<file path="src/rtl/cdc_send_arbiter.sv">
// Round-robin front end for a shared CDC sender channel: one transfer in flight,
// released by the returning ack (then an idle gap) or by the ack watchdog.
module cdc_send_arbiter #(
  parameter int N_REQ  = 4,
  parameter int DATA_W = 4,
  parameter int TMO_W  = 8
) (
  input  logic                      clk,
  input  logic                      rst_n,
  input  logic [N_REQ-1:0]          req,
  input  logic [N_REQ*DATA_W-1:0]   req_data,
  output logic [N_REQ-1:0]          grant,
  output logic [DATA_W-1:0]         data,
  output logic                      en,
  input  logic                      ack,
  input  logic [7:0]                gap,
  input  logic [TMO_W-1:0]          tmo_limit,
  output logic                      busy,
  output logic                      tmo_err
);

  localparam int PTR_W = (N_REQ > 1) ? $clog2(N_REQ) : 1;

  typedef enum logic [1:0] {
    IDLE     = 2'd0,
    WAIT_ACK = 2'd1,
    GAP      = 2'd2
  } state_t;

  state_t              state_q, state_d;
  logic [PTR_W-1:0]    rr_q, rr_d;
  logic [7:0]          gap_cnt_q, gap_cnt_d;
  logic [TMO_W-1:0]    tmo_cnt_q, tmo_cnt_d;
  logic                en_q, en_d;
  logic [N_REQ-1:0]    grant_q, grant_d;
  logic [DATA_W-1:0]   data_q, data_d;
  logic                busy_q;
  logic                tmo_err_s;

  logic [DATA_W-1:0]   pay_s [N_REQ];
  logic [PTR_W-1:0]    idx_s;
  logic [PTR_W-1:0]    sel_s;
  logic                hit_s;

  for (genvar i = 0; i < N_REQ; i++) begin : g_pay
    assign pay_s[i] = req_data[i*DATA_W +: DATA_W];
  end

  // First requesting index at or after the round-robin pointer, with wrap-around.
  always_comb begin
    sel_s = {PTR_W{1'b0}};
    hit_s = 1'b0;
    idx_s = {PTR_W{1'b0}};
    for (int k = 0; k < N_REQ; k++) begin
      idx_s = PTR_W'((int'(rr_q) + k) % N_REQ);
      if (!hit_s && req[idx_s]) begin
        hit_s = 1'b1;
        sel_s = idx_s;
      end else begin
        hit_s = hit_s;
      end
    end
  end

  // Next-state logic; the ack in the en cycle is ignored and ack beats a same-cycle expiry.
  always_comb begin
    state_d   = state_q;
    rr_d      = rr_q;
    gap_cnt_d = gap_cnt_q;
    tmo_cnt_d = tmo_cnt_q;
    en_d      = 1'b0;
    grant_d   = {N_REQ{1'b0}};
    data_d    = data_q;
    tmo_err_s = 1'b0;
    case (state_q)
      IDLE: begin
        if (hit_s) begin
          en_d      = 1'b1;
          grant_d   = {{(N_REQ-1){1'b0}}, 1'b1} << sel_s;
          data_d    = pay_s[sel_s];
          rr_d      = (sel_s == PTR_W'(N_REQ - 1)) ? {PTR_W{1'b0}} : sel_s + PTR_W'(1);
          tmo_cnt_d = {TMO_W{1'b0}};
          state_d   = WAIT_ACK;
        end else begin
          state_d   = IDLE;
        end
      end
      WAIT_ACK: begin
        if (ack && !en_q) begin
          gap_cnt_d = gap;
          tmo_cnt_d = {TMO_W{1'b0}};
          state_d   = (gap == 8'd0) ? IDLE : GAP;
        end else if (tmo_limit != {TMO_W{1'b0}}) begin
          if (tmo_cnt_q >= tmo_limit) begin
            tmo_err_s = 1'b1;
            tmo_cnt_d = {TMO_W{1'b0}};
            state_d   = IDLE;
          end else begin
            tmo_cnt_d = tmo_cnt_q + TMO_W'(1);
          end
        end else begin
          tmo_cnt_d = tmo_cnt_q;
        end
      end
      GAP: begin
        if (gap_cnt_q <= 8'd1) begin
          gap_cnt_d = 8'd0;
          state_d   = IDLE;
        end else begin
          gap_cnt_d = gap_cnt_q - 8'd1;
        end
      end
      default: begin
        state_d = IDLE;
      end
    endcase
  end

  // State, counters and registered channel outputs.
  always_ff @(posedge clk or negedge rst_n) begin
    if (!rst_n) begin
      state_q   <= IDLE;
      rr_q      <= {PTR_W{1'b0}};
      gap_cnt_q <= 8'd0;
      tmo_cnt_q <= {TMO_W{1'b0}};
      en_q      <= 1'b0;
      grant_q   <= {N_REQ{1'b0}};
      data_q    <= {DATA_W{1'b0}};
      busy_q    <= 1'b0;
    end else begin
      state_q   <= state_d;
      rr_q      <= rr_d;
      gap_cnt_q <= gap_cnt_d;
      tmo_cnt_q <= tmo_cnt_d;
      en_q      <= en_d;
      grant_q   <= grant_d;
      data_q    <= data_d;
      busy_q    <= (state_d != IDLE);
    end
  end

  assign en      = en_q;
  assign grant   = grant_q;
  assign data    = data_q;
  assign busy    = busy_q;
  // Combinational so that an ack arriving on the expiry cycle can suppress it.
  assign tmo_err = tmo_err_s;

endmodule

</file>
<file path="config.mk">
export PLATFORM = sky130hd
export DESIGN_NAME = cdc_send_arbiter
export DESIGN_NICKNAME = d
export VERILOG_FILES = /design/src/rtl/cdc_send_arbiter.sv
export SDC_FILE = /design/constraint.sdc
export NUM_CORES = 1
export LEC_CHECK = 0
export ABC_AREA = 0
export CAP_MARGIN = 25
export CORE_MARGIN = 2
export CORE_UTILIZATION = 54
export CTS_CLUSTER_SIZE = 12
export DETAILED_ROUTE_END_ITERATION = 6
export PLACE_DENSITY_LB_ADDON = 0.12
export SYNTH_ARGS = -nofsm -noshare
export SYNTH_HDL_FRONTEND = slang
export SYNTH_SLANG_ARGS = --single-unit
</file>
<file path="constraint.sdc">
create_clock -name clk -period 4.75 [get_ports clk]
set_clock_uncertainty 0.2 [all_clocks]
set_input_delay 0.95 -clock clk [delete_from_list [all_inputs] [get_ports clk]]
set_output_delay 0.95 -clock clk [all_outputs]
set_load 0.005 [all_outputs]
</file>
### Word-level counts from Yosys, hierarchy flattened

Index checks and enable logic that the tools add are counted.

* register bits after elaboration: 30
* input port bits: 39
* output and inout port bits: 11

* bitwise operators: 1
* equality and inequality tests: 6
* mux-type cells: 43
* shifts and indexed selects: 1
* $lt $le $gt $ge: 7
* reduce and logical (&&, ||, !) cells: 17
* add/subtract/negate cells: 6

Operators by type and width (number)
* 2-to-1 mux 8 bit: 6
* one-hot mux 8 bit (2 select lines): 2
* 2-to-1 mux 2 bit: 10
* 2-to-1 mux 4 bit: 4
* 2-to-1 mux 1 bit: 15
* < comparator 2 x 3 -> 1 bit (second input constant): 4
* adder 8 x 1 -> 8 bit (second input constant): 1
* binary-select mux 1 bit (select 2 bit): 4
* binary-select mux 4 bit (select 2 bit): 1
* >= comparator 8 bit: 1
* less-or-equal comparator 8 x 1 -> 1 bit (second input constant): 1
* logical NOT 8 bit: 1
* nonzero test 8 bit: 1
* subtractor 8 x 1 -> 8 bit (second input constant): 1
* one-hot mux 2 bit (3 select lines): 1
* nonzero test 2 bit: 3
* adder 2 x 1 -> 2 bit (second input constant): 2
* adder 2 bit (second input constant): 2
* == test 2 bit (second input constant): 2
* logical AND 1 bit: 4
* logical NOT 1 bit: 4
* != test 2 bit (second input constant): 2
* AND reduction 2 bit: 2
* << shifter 1 x 2 -> 4 bit (first input constant): 1
* 6 further kinds: 6

### Logic depth before layout (Yosys ltp)

Gate-level depths: netlist of the first run.

* depth in word-level cells: 16
* depth in mapped cells: 8
* gate-level depth less buffers: 7

### Worst setup path before layout of the first run

No wires, ideal clock.

* path type: input to output
* from: input tmo_limit[0]
* to: output tmo_err
* data arrival time: 2.179 ns
* data required time: 3.600 ns
* stages on the path: 5
* setup slack: 1.421 ns
* path through: ha_1 nand2b_1 a2111o_1 a31oi_4 a2111oi_0

* cells in the longest elaborated chain, start to end: 5

RTL lines
* from (decl): RTL line 17 `input logic [TMO_W-1:0] tmo_limit,`
* >= comparator 8 bit: RTL line 94 `if (tmo_cnt_q >= tmo_limit) begin`
* 2-to-1 mux 1 bit: RTL line 94
* 2-to-1 mux 1 bit (*): RTL line 93 `end else if (tmo_limit != {TMO_W{1'b0}}) begin`
* 2-to-1 mux 1 bit (*): RTL line 89 `if (ack && !en_q) begin`
* 2-to-1 mux 1 bit (*): RTL line 75 `case (state_q)`
* to (decl): RTL line 19 `output logic tmo_err`

Mark *: on every way between the ends. The rest lies on a longest branch, timed or not.

### Worst setup path in the final report of the first run

Ends and elaborated chain as after synthesis.

==> impl_metrics.csv, run 1 <==
group,metric,value,unit
cts,cts_max_path_buffers,2,
setup_path,r2r_setup_slack,2.33,ns
finish,final_area,2790,um2
timing,hold_ws,0.305,ns
global_route,grt_usage,23.4,%
yosys,yosys-top-cells-area,"dfrtp_1 35%, ha_1 8.7%, nand2_1 5.4%",
yosys,yosysTopAreaCellShare,34.7,%
yosys,synth_cell_types,51,
timing,fin_crit_sh,91.6,%
yosys,synth_top_family_by_area,"simple AND/OR/NAND/NOR gates",
setup_path,startpoint_type,"input port",
pwr,peakVddDrop,0.247,mV
drt,drtIter0Drc,129,
drt,drc,0,
yosys,ys_warn_count,0,
yosys,synth_seq_cells,30,
drt,firstDrtPassIters,4,
drt,routedWlPerCell,14.0,um
cts,hold_buffers,0,
global_route,grt_max_degree,31,
floorplanning,die_area,4530,um2
setup_path,cp.arrival,3.20,ns
global_route,grtUsageMet1,29.2,%
yosys,ys.flop_type,"dfrtp_1",
floorplanning,io_pins,50,
global_route,gr-total-overflow,0,
yosys,synthAdderAreaFrac,8.67,%
setup_path,r2r-start,"tmo_cnt_q[0]",
cts,insertion_delay,0.28,ns
placement,dp_hpwl,3620,um
setup_path,required,3.60,ns
yosys,synth-xor-area-share,0,%
floorplanning,core-area,3940,um2
yosys,synth_cells,237,
yosys,synth_compound_area_share,22.2,%
cts,post_cts_buffers,0,
global_route,first_global_vias,1836,
cts,cts_tree,"done",
yosys,synth_edf_count,0,
cts,cts.sinks,30,
drt,viasPerCell,5.69,
setup_path,crit_path_end_kind,"output pin",
global_route,grt_first_pass_wirelength,8040,um
placement,place_ws,0.410,ns
timing,setup_tns,0,ns
global_route,globalRouteMet3Util,5.83,%
timing,period_minus_slack,4.35,ns
global_route,antenna_found_initial,0,
yosys,yosysSeqAreaShare,34.7,%
yosys,synth-simple-area-share,25.9,%
placement,port_buffers,49,
global_route,grt_util_met2,39.6,%
drt,vias,1935,
timing,final_max_slew_viol_count,0,
timing,fmax,230,MHz
timing,final-hold-violation-count,0,
drt,wl,4750,um
timing,timing.final.ws_setup,0.399,ns
placement,placed_area,2700,um2
finish,fin_nets,343,
floorplanning,initial_core_util,54.9,%
finish,drive_above_1_share,8.97,%
timing,setup_viol,0,
setup_path,path_class,"input port to output pin",
yosys,synth_area,2170,um2
floorplanning,placement_rows,23,
floorplanning,die_w,67.3,um
status,status,"complete, no violations",
cts,cts_buffers,5,
setup_path,r2r_cells,7,
finish,syn_to_final_growth,28.8,%
global_route,grt.busiest_layer,"met2",
finish,num_antenna_cells,0,
yosys,avgSynthCellArea,9.14,um2
timing,worstMarginPinSlew,0.778,ns
cts,clk_pin_slew,0.06,ns
yosys,synthMuxAreaShare,4.16,%
yosys,synth_nets,291,
timing,max_slew_margin,48.0,%
placement,gp_congestion,0.864,
job,drv_cap,0,
yosys,synth_largest_area_cell,"dfrtp_1",
cts,htreeDepth,2,
setup_path,critPathLaunch,"tmo_limit[0]",
yosys,ys_async_sr_fraction,100,%
cts,cts.root.buffer_cell,"clkbuf_8",
floorplanning,die_h,67.3,um
hold_path,min_from,"data[1]",
pwr,p_leak,0.00119,uW
hold_path,hold_path_class,"flop to flop",
cts,post_cts_resized,0,
setup_path,cp_max_fo,8,
timing,rsz0062_at_grt,"no",
hold_path,min_path_cells,2,
pwr,power_density,452,nW/um2
drt,drtAntennaViolNets,0,
-- worst max-delay path, cell delays in order --
cell	delay, ns
clkdlybuf4s50_1	0.43
ha_1	0.29
nand2b_1	0.14
a2111o_1	0.45
a31oi_4	0.30
a2111oi_0	0.17
clkdlybuf4s50_1	0.48
-- placed cells by master, fill, tap and decap left out, types with 5 or more instances in the layout --
cell	netlist	routed
nor4b_1	8	8
o21ai_0	10	10
o21ai_1	5	5
dfrtp_1	30	30
and3_1	5	5
nand2_1	31	31
inv_1	14	14
clkbuf_8	0	6
a21oi_1	11	11
ha_1	15	15
mux2i_1	9	9
nand2b_1	6	6
o211ai_1	7	7
clkdlybuf4s50_1	0	49
nor2_1	21	21
-- sequential cells by signal (all words and copies together) (netlist names) --
signal	count
busy	1
data	4
en	1
gap_cnt_q	8
grant	4
rr_q	2
state_q	2
tmo_cnt_q	8
-- layout make-up --
type	count	area [um2]
Inverter	15	56.3
Timing Repair Buffer	51	505
Tap cell	50	62.6
Clock inverter	1	5.00
Multi-Input combinational cell	186	1320
Clock buffer	7	86.3
Fill cell	322	1150
Sequential cell	30	751
-- worst paths after layout --
| kind | end |
|---|---|
| max in group asynchronous | grant[3] |
| min in group asynchronous | gap_cnt_q[7] |
| hold reg to reg | data[1] |
| hold / removal | data[1] |
| setup reg to reg | tmo_cnt_q[0] |
| setup / recovery | tmo_err |
-- cell usage after synthesis, drive strengths merged (5+ instances only) --
master   n
nand2b   6
buf      5
dfrtp   30
a21oi   11
nor4b    9
nor3     5
o211ai   7
o21ai   17
and3     5
nand2   32
nor2    21
mux2i    9
inv     14
ha      15
-- metrics by stage --
stage	utilization [%]	std cells	power (uW)
6_report	70.8	340	1260
3_3_place_gp	68.5	332	1040
4_1_cts	70.8	340	1270
3_5_place_dp	68.5	332	1060
2_1_floorplan	-	237	854
5_1_grt	70.8	340	1370
-- power breakdown --
part           switching, uW  total, uW  internal (uW)
Clock                   95.5        212            117
Sequential              84.5        431            346
Combinational            337        618            281
Total                    517       1260            744
-- metal layers --
layer	up-vias	share of wire, %
li1	977	-
met1	896	45
met2	58	48
met3	4	6.5
met4	0	0.88
met5	-	0
-- logic make-up after synthesis --
logic type / after synthesis
and+or+nand+nor: 102
buffers and inverters: 21
muxes: 9
DFF: 30
adders and majority gates: 15
AOI/OAI and AO/OA: 60
Note: power is estimated with default switching activity, not from simulation.
==> run 2, diff against run 1 <==
==> constraint.sdc (replaced) <==
create_clock -name clk -period 4.75 [get_ports clk]
set_clock_uncertainty 0.2 [all_clocks]
set_input_delay 1.1875 -clock clk [delete_from_list [all_inputs] [get_ports clk]]
set_output_delay 1.1875 -clock clk [all_outputs]
set_load 0.005 [all_outputs]
==> run 2 against run 1 <==
Hold slack got worse by 0.00074 ns. Count of clock-buffer cells in the layout did not move. Utilization rose by 0.89 points. First-iteration DRC count fell by 11%. Register-to-register slack got worse by 0.05 ns. Power rose by 1.0%. Routed wire length rose by 4.7%. Die area did not move.
==> impl_metrics.csv, run 2 (same netlist as run 1, synthesis figures left out) <==
group,metric,value,unit
status,status,"complete, no violations",
hold_path,hold_path_class,"flop to flop",
timing,period_minus_slack,4.66,ns
placement,port_buffers,49,
cts,post_cts_resized,0,
setup_path,critPathLaunch,"tmo_limit[0]",
pwr,peakVddDrop,0.244,mV
floorplanning,die_w,67.3,um
setup_path,startpoint_type,"input port",
timing,fmax,215,MHz
drt,viasPerCell,5.73,
placement,gp_congestion,0.888,
global_route,first_global_vias,1873,
floorplanning,die_area,4530,um2
finish,fin_nets,345,
drt,drtAntennaViolNets,0,
timing,final_max_slew_viol_count,0,
timing,setup_tns,0,ns
finish,final_util,71.7,%
setup_path,cp.arrival,3.27,ns
cts,cts_tree,"done",
pwr,power_density,451,nW/um2
timing,rsz0062_at_grt,"no",
cts,cts.root.buffer_cell,"clkbuf_8",
job,drv_cap,0,
floorplanning,core-area,3940,um2
finish,final_cell_mix,"49 x clkdlybuf4s50_1, 31 x nand2_1, 30 x dfrtp_1",
timing,setup_viol,0,
drt,routedWlPerCell,14.6,um
placement,place_ws,0.0828,ns
setup_path,required,3.36,ns
drt,firstDrtPassIters,4,
global_route,antenna_found_initial,0,
timing,max_slew_margin,50.1,%
setup_path,cp_max_fo,2,
cts,post_cts_buffers,0,
setup_path,crit_path_end_kind,"output pin",
setup_path,r2r-start,"tmo_cnt_q[0]",
setup_path,path_class,"input port to output pin",
floorplanning,io_pins,50,
hold_path,min_from,"gap_cnt_q[6]",
setup_path,crit_slowest_cell,"clkdlybuf4s50_1",
timing,timing.final.ws_setup,0.0908,ns
cts,clk_pin_slew,0.07,ns
setup_path,crit_chain,"clkdlybuf4s50_1 -> ha_1 -> nand2b_1 -> a2111o_1 -> a31oi_4 -> a2111oi_0 -> clkdlybuf4s50_1",
floorplanning,initial_core_util,54.9,%
timing,final-hold-violation-count,0,
global_route,grt_usage,24.3,%
cts,cts_buffers,5,
global_route,grt_first_pass_wirelength,8270,um
cts,htreeDepth,2,
setup_path,max_stage_delay,0.48,ns
finish,syn_to_final_growth,30.4,%
floorplanning,placement_rows,23,
finish,reg_top3,"gap_cnt_q: 8 flops, tmo_cnt_q: 8 flops",
cts,insertion_delay,0.28,ns
finish,layout_commonest_cell,"clkdlybuf4s50_1",
floorplanning,die_h,67.3,um
setup_path,critPathMostFrequentCell,"clkdlybuf4s50_1",
finish,drive_above_1_share,9.59,%
drt,vias,1960,
placement,dp_hpwl,3890,um
drt,wl,4980,um
drt,drtIter0Drc,115,
cts,cts_max_path_buffers,2,
finish,num_antenna_cells,0,
pwr,p_leak,0.00121,uW
timing,fin_crit_sh,98.1,%
global_route,grt_max_degree,19,
global_route,gr-total-overflow,0,
cts,cts.sinks,30,
drt,drc,0,
cts,hold_buffers,0,
timing,worstMarginPinSlew,0.746,ns
run 2: layer usage:
layer  GRT usage (%)  wire length (um)  vias up
li1                -                 -      980
met1            29.8              2250      918
met2            42.3              2370       57
met3            6.00               308        5
met4            6.89                48        0
met5               0                 0        -
run 2: final timing paths:
path / slack [ns] / end / cells after the start
worst max-delay path: 0.09 / tmo_err / 7
worst min-delay path: 0.30 / gap_cnt_q[6] / 2
worst max register to register: 2.28 / tmo_cnt_q[0] / 8
worst min register to register: 0.30 / gap_cnt_q[6] / 2
max in group asynchronous: 2.75 / grant[0] / 3
min in group asynchronous: 0.98 / gap_cnt_q[7] / 1
run 2: cell type report:
cell class              count  area [um2]
multi-input cells         186        1320
fillers                   329        1120
flip-flops and latches     30         751
repair buffers             53         541
clock buffers               7        86.3
well taps                  50        62.6
inverters                  15        56.3
clock inverters             1        5.00
run 2: report_power, final:
group	internal, uW	switching, uW	leakage, uW
sequential	346	84.6	0.000385
clock	117	98.1	0.0000482
combinational	285	344	0.000778
run 2: critical path, delay by kind of cell:
family / cells / cell delay, ns
adders and majority gates: 1 / 0.29
buffers and inverters: 2 / 0.91
AOI/OAI and AO/OA: 3 / 0.74
and+or+nand+nor: 1 / 0.14
run 2: stage by stage:
step	instance area, um2	instances	power, uW	hold slack, ns
after floorplan	2170	237	854	0.266
after global placement	2710	333	1040	0.282
after detailed placement	2730	334	1070	0.295
after CTS	2830	342	1280	0.313
after global routing	2830	342	1380	0.339
final	2830	342	1270	0.305
==> run 3, diff against run 2 <==
Clock period 4.75 ns to 5.9 ns, I/O delays scaled along.
==> run 3 against run 2 <==
Register-to-register slack better by 1.2 ns. Setup slack better by 0.58 ns. Sequential share of layout area rose by 0.32 points. Critical path type unchanged. Utilization is 0.86 points lower. Clock power is 28% lower. Critical path depth unchanged. Via count is 0.31% higher. First-iteration DRC count grew 40%. Sequential power down 19%. Hold slack better by 0.0024 ns. Die area stayed put.
==> impl_metrics.csv, run 3 (same netlist as run 1, synthesis figures left out) <==
group,metric,value,unit
floorplanning,die_h,67.3,um
timing,final_max_slew_viol_count,0,
finish,final-seq-area,751,um2
global_route,first_global_vias,1820,
global_route,grt_usage,23.1,%
floorplanning,core-area,3940,um2
timing,max_slew_margin,49.4,%
placement,dp_hpwl,3660,um
finish,fillerInstances,331,
finish,multiInputGateArea,1320,um2
pwr,p_seq_share,34.6,%
cts,cts_tree,"done",
floorplanning,placement_rows,23,
setup_path,required,4.22,ns
floorplanning,die_area,4530,um2
timing,fmax,191,MHz
cts,cts.sinks,30,
pwr,peakVddDrop,0.196,mV
timing,hold_ws,0.307,ns
pwr,power_density,359,nW/um2
pwr,power_switching_share,41.4,%
floorplanning,die_w,67.3,um
finish,layout_commonest_cell,"clkdlybuf4s50_1",
hold_path,hold_path_class,"flop to flop",
cts,cts_buffers,5,
pwr,p_int,587,uW
placement,port_buffers,49,
finish,reg_top3,"gap_cnt_q: 8 flops, tmo_cnt_q: 8 flops",
job,drv_cap,0,
timing,worstMarginPinSlew,0.757,ns
drt,viasPerCell,5.78,
placement,placed_area,2700,um2
setup_path,cp_max_fo,2,
placement,gp_congestion,0.831,
finish,final_cell_mix,"49 x clkdlybuf4s50_1, 31 x nand2_1, 30 x dfrtp_1",
setup_path,cp.arrival,3.56,ns
drt,routedWlPerCell,14.2,um
timing,rsz0062_at_grt,"no",
floorplanning,initial_core_util,54.9,%
pwr,power.switching,415,uW
finish,drive_above_1_share,9.31,%
global_route,gr-total-overflow,0,
cts,clk_pin_slew,0.06,ns
drt,vias,1966,
pwr,pwr-share-clk,15.4,%
finish,final_area,2790,um2
finish,num_antenna_cells,0,
global_route,antenna_found_initial,0,
pwr,p_leak,0.00120,uW
timing,period_minus_slack,5.23,ns
floorplanning,io_pins,50,
pwr,p_comb_share,49.9,%
cts,cts_max_path_buffers,2,
cts,htreeDepth,2,
drt,drtIter0Drc,161,
cts,insertion_delay,0.28,ns
cts,post_cts_resized,0,
timing,final-hold-violation-count,0,
setup_path,startpoint_type,"input port",
drt,wl,4810,um
cts,post_cts_buffers,0,
timing,setup_viol,0,
cts,hold_buffers,0,
global_route,grt_max_degree,31,
drt,drc,0,
drt,firstDrtPassIters,4,
timing,fin_crit_sh,88.7,%
drt,drtAntennaViolNets,0,
setup_path,path_class,"input port to output pin",
timing,setup_tns,0,ns
finish,syn_to_final_growth,28.9,%
cts,cts.root.buffer_cell,"clkbuf_8",
finish,fin_nets,344,
global_route,grt_first_pass_wirelength,7820,um
status,status,"complete, no violations",
setup_path,crit_path_end_kind,"output pin",
run 3: changes by cell type in the layout (fill, tap and decap cells not counted):
cell	delta
buf_16	-1
buf_4	-1
clkbuf_1	-1
clkinv_2	+1
run 3: area by class of cell:
| type | instances | share of cell area [%] |
|---|---|---|
| multi-input cells | 186 | 47.4 |
| inverters | 15 | 2.02 |
| clock buffers | 5 | 2.47 |
| well taps | 50 | 2.24 |
| flip-flops and latches | 30 | 26.9 |
| repair buffers | 52 | 18.6 |
| clock inverters | 2 | 0.359 |
run 3: power by group through the flow:
stage,Sequential (uW),Clock [uW],Combinational [uW]
detailed placement,349,0,499
global placement,347,0,485
CTS,347,161,499
finish,347,155,501
floorplan,336,0,352
global route,355,169,559
run 3: final timing paths:
check / cells past startpoint / slack (ns) / end / from
max in group asynchronous: 2 / 3.83 / busy / rst_n
worst min register to register: 2 / 0.31 / data[1] / data[1]
worst max-delay path: 7 / 0.67 / tmo_err / tmo_limit[0]
min in group asynchronous: 2 / 1.38 / gap_cnt_q[7] / rst_n
worst min-delay path: 2 / 0.31 / data[1] / data[1]
worst max register to register: 8 / 3.50 / tmo_cnt_q[0] / tmo_cnt_q[0]
run 3: per-stage QoR:
step | power [uW] | util (%) | cells | setup slack, ns
floorplan | 688 | - | 237 | 1.52
global route | 1080 | 70.8 | 340 | 0.549
finish | 1000 | 70.8 | 340 | 0.669
detailed placement | 848 | 68.5 | 332 | 0.658
global placement | 832 | 68.5 | 332 | 0.704
CTS | 1010 | 70.5 | 339 | 0.657
run 3: critical path: stages:
cell	delay [ns]
clkdlybuf4s50_1	0.43
ha_1	0.29
nand2b_1	0.14
a2111o_1	0.44
a31oi_4	0.18
a2111oi_0	0.12
clkdlybuf4s50_1	0.47
run 3: routing by layer:
metal / routed length [um] / vias to the layer above / track usage (%) / share of wire [%]
met1: 2170 / 928 / 28.7 / 45
met3: 293 / 6 / 6.00 / 6.1
met2: 2270 / 54 / 37.9 / 47
li1: - / 978 / - / -
met4: 76 / 0 / 9.95 / 1.6
met5: 0 / - / 0 / 0
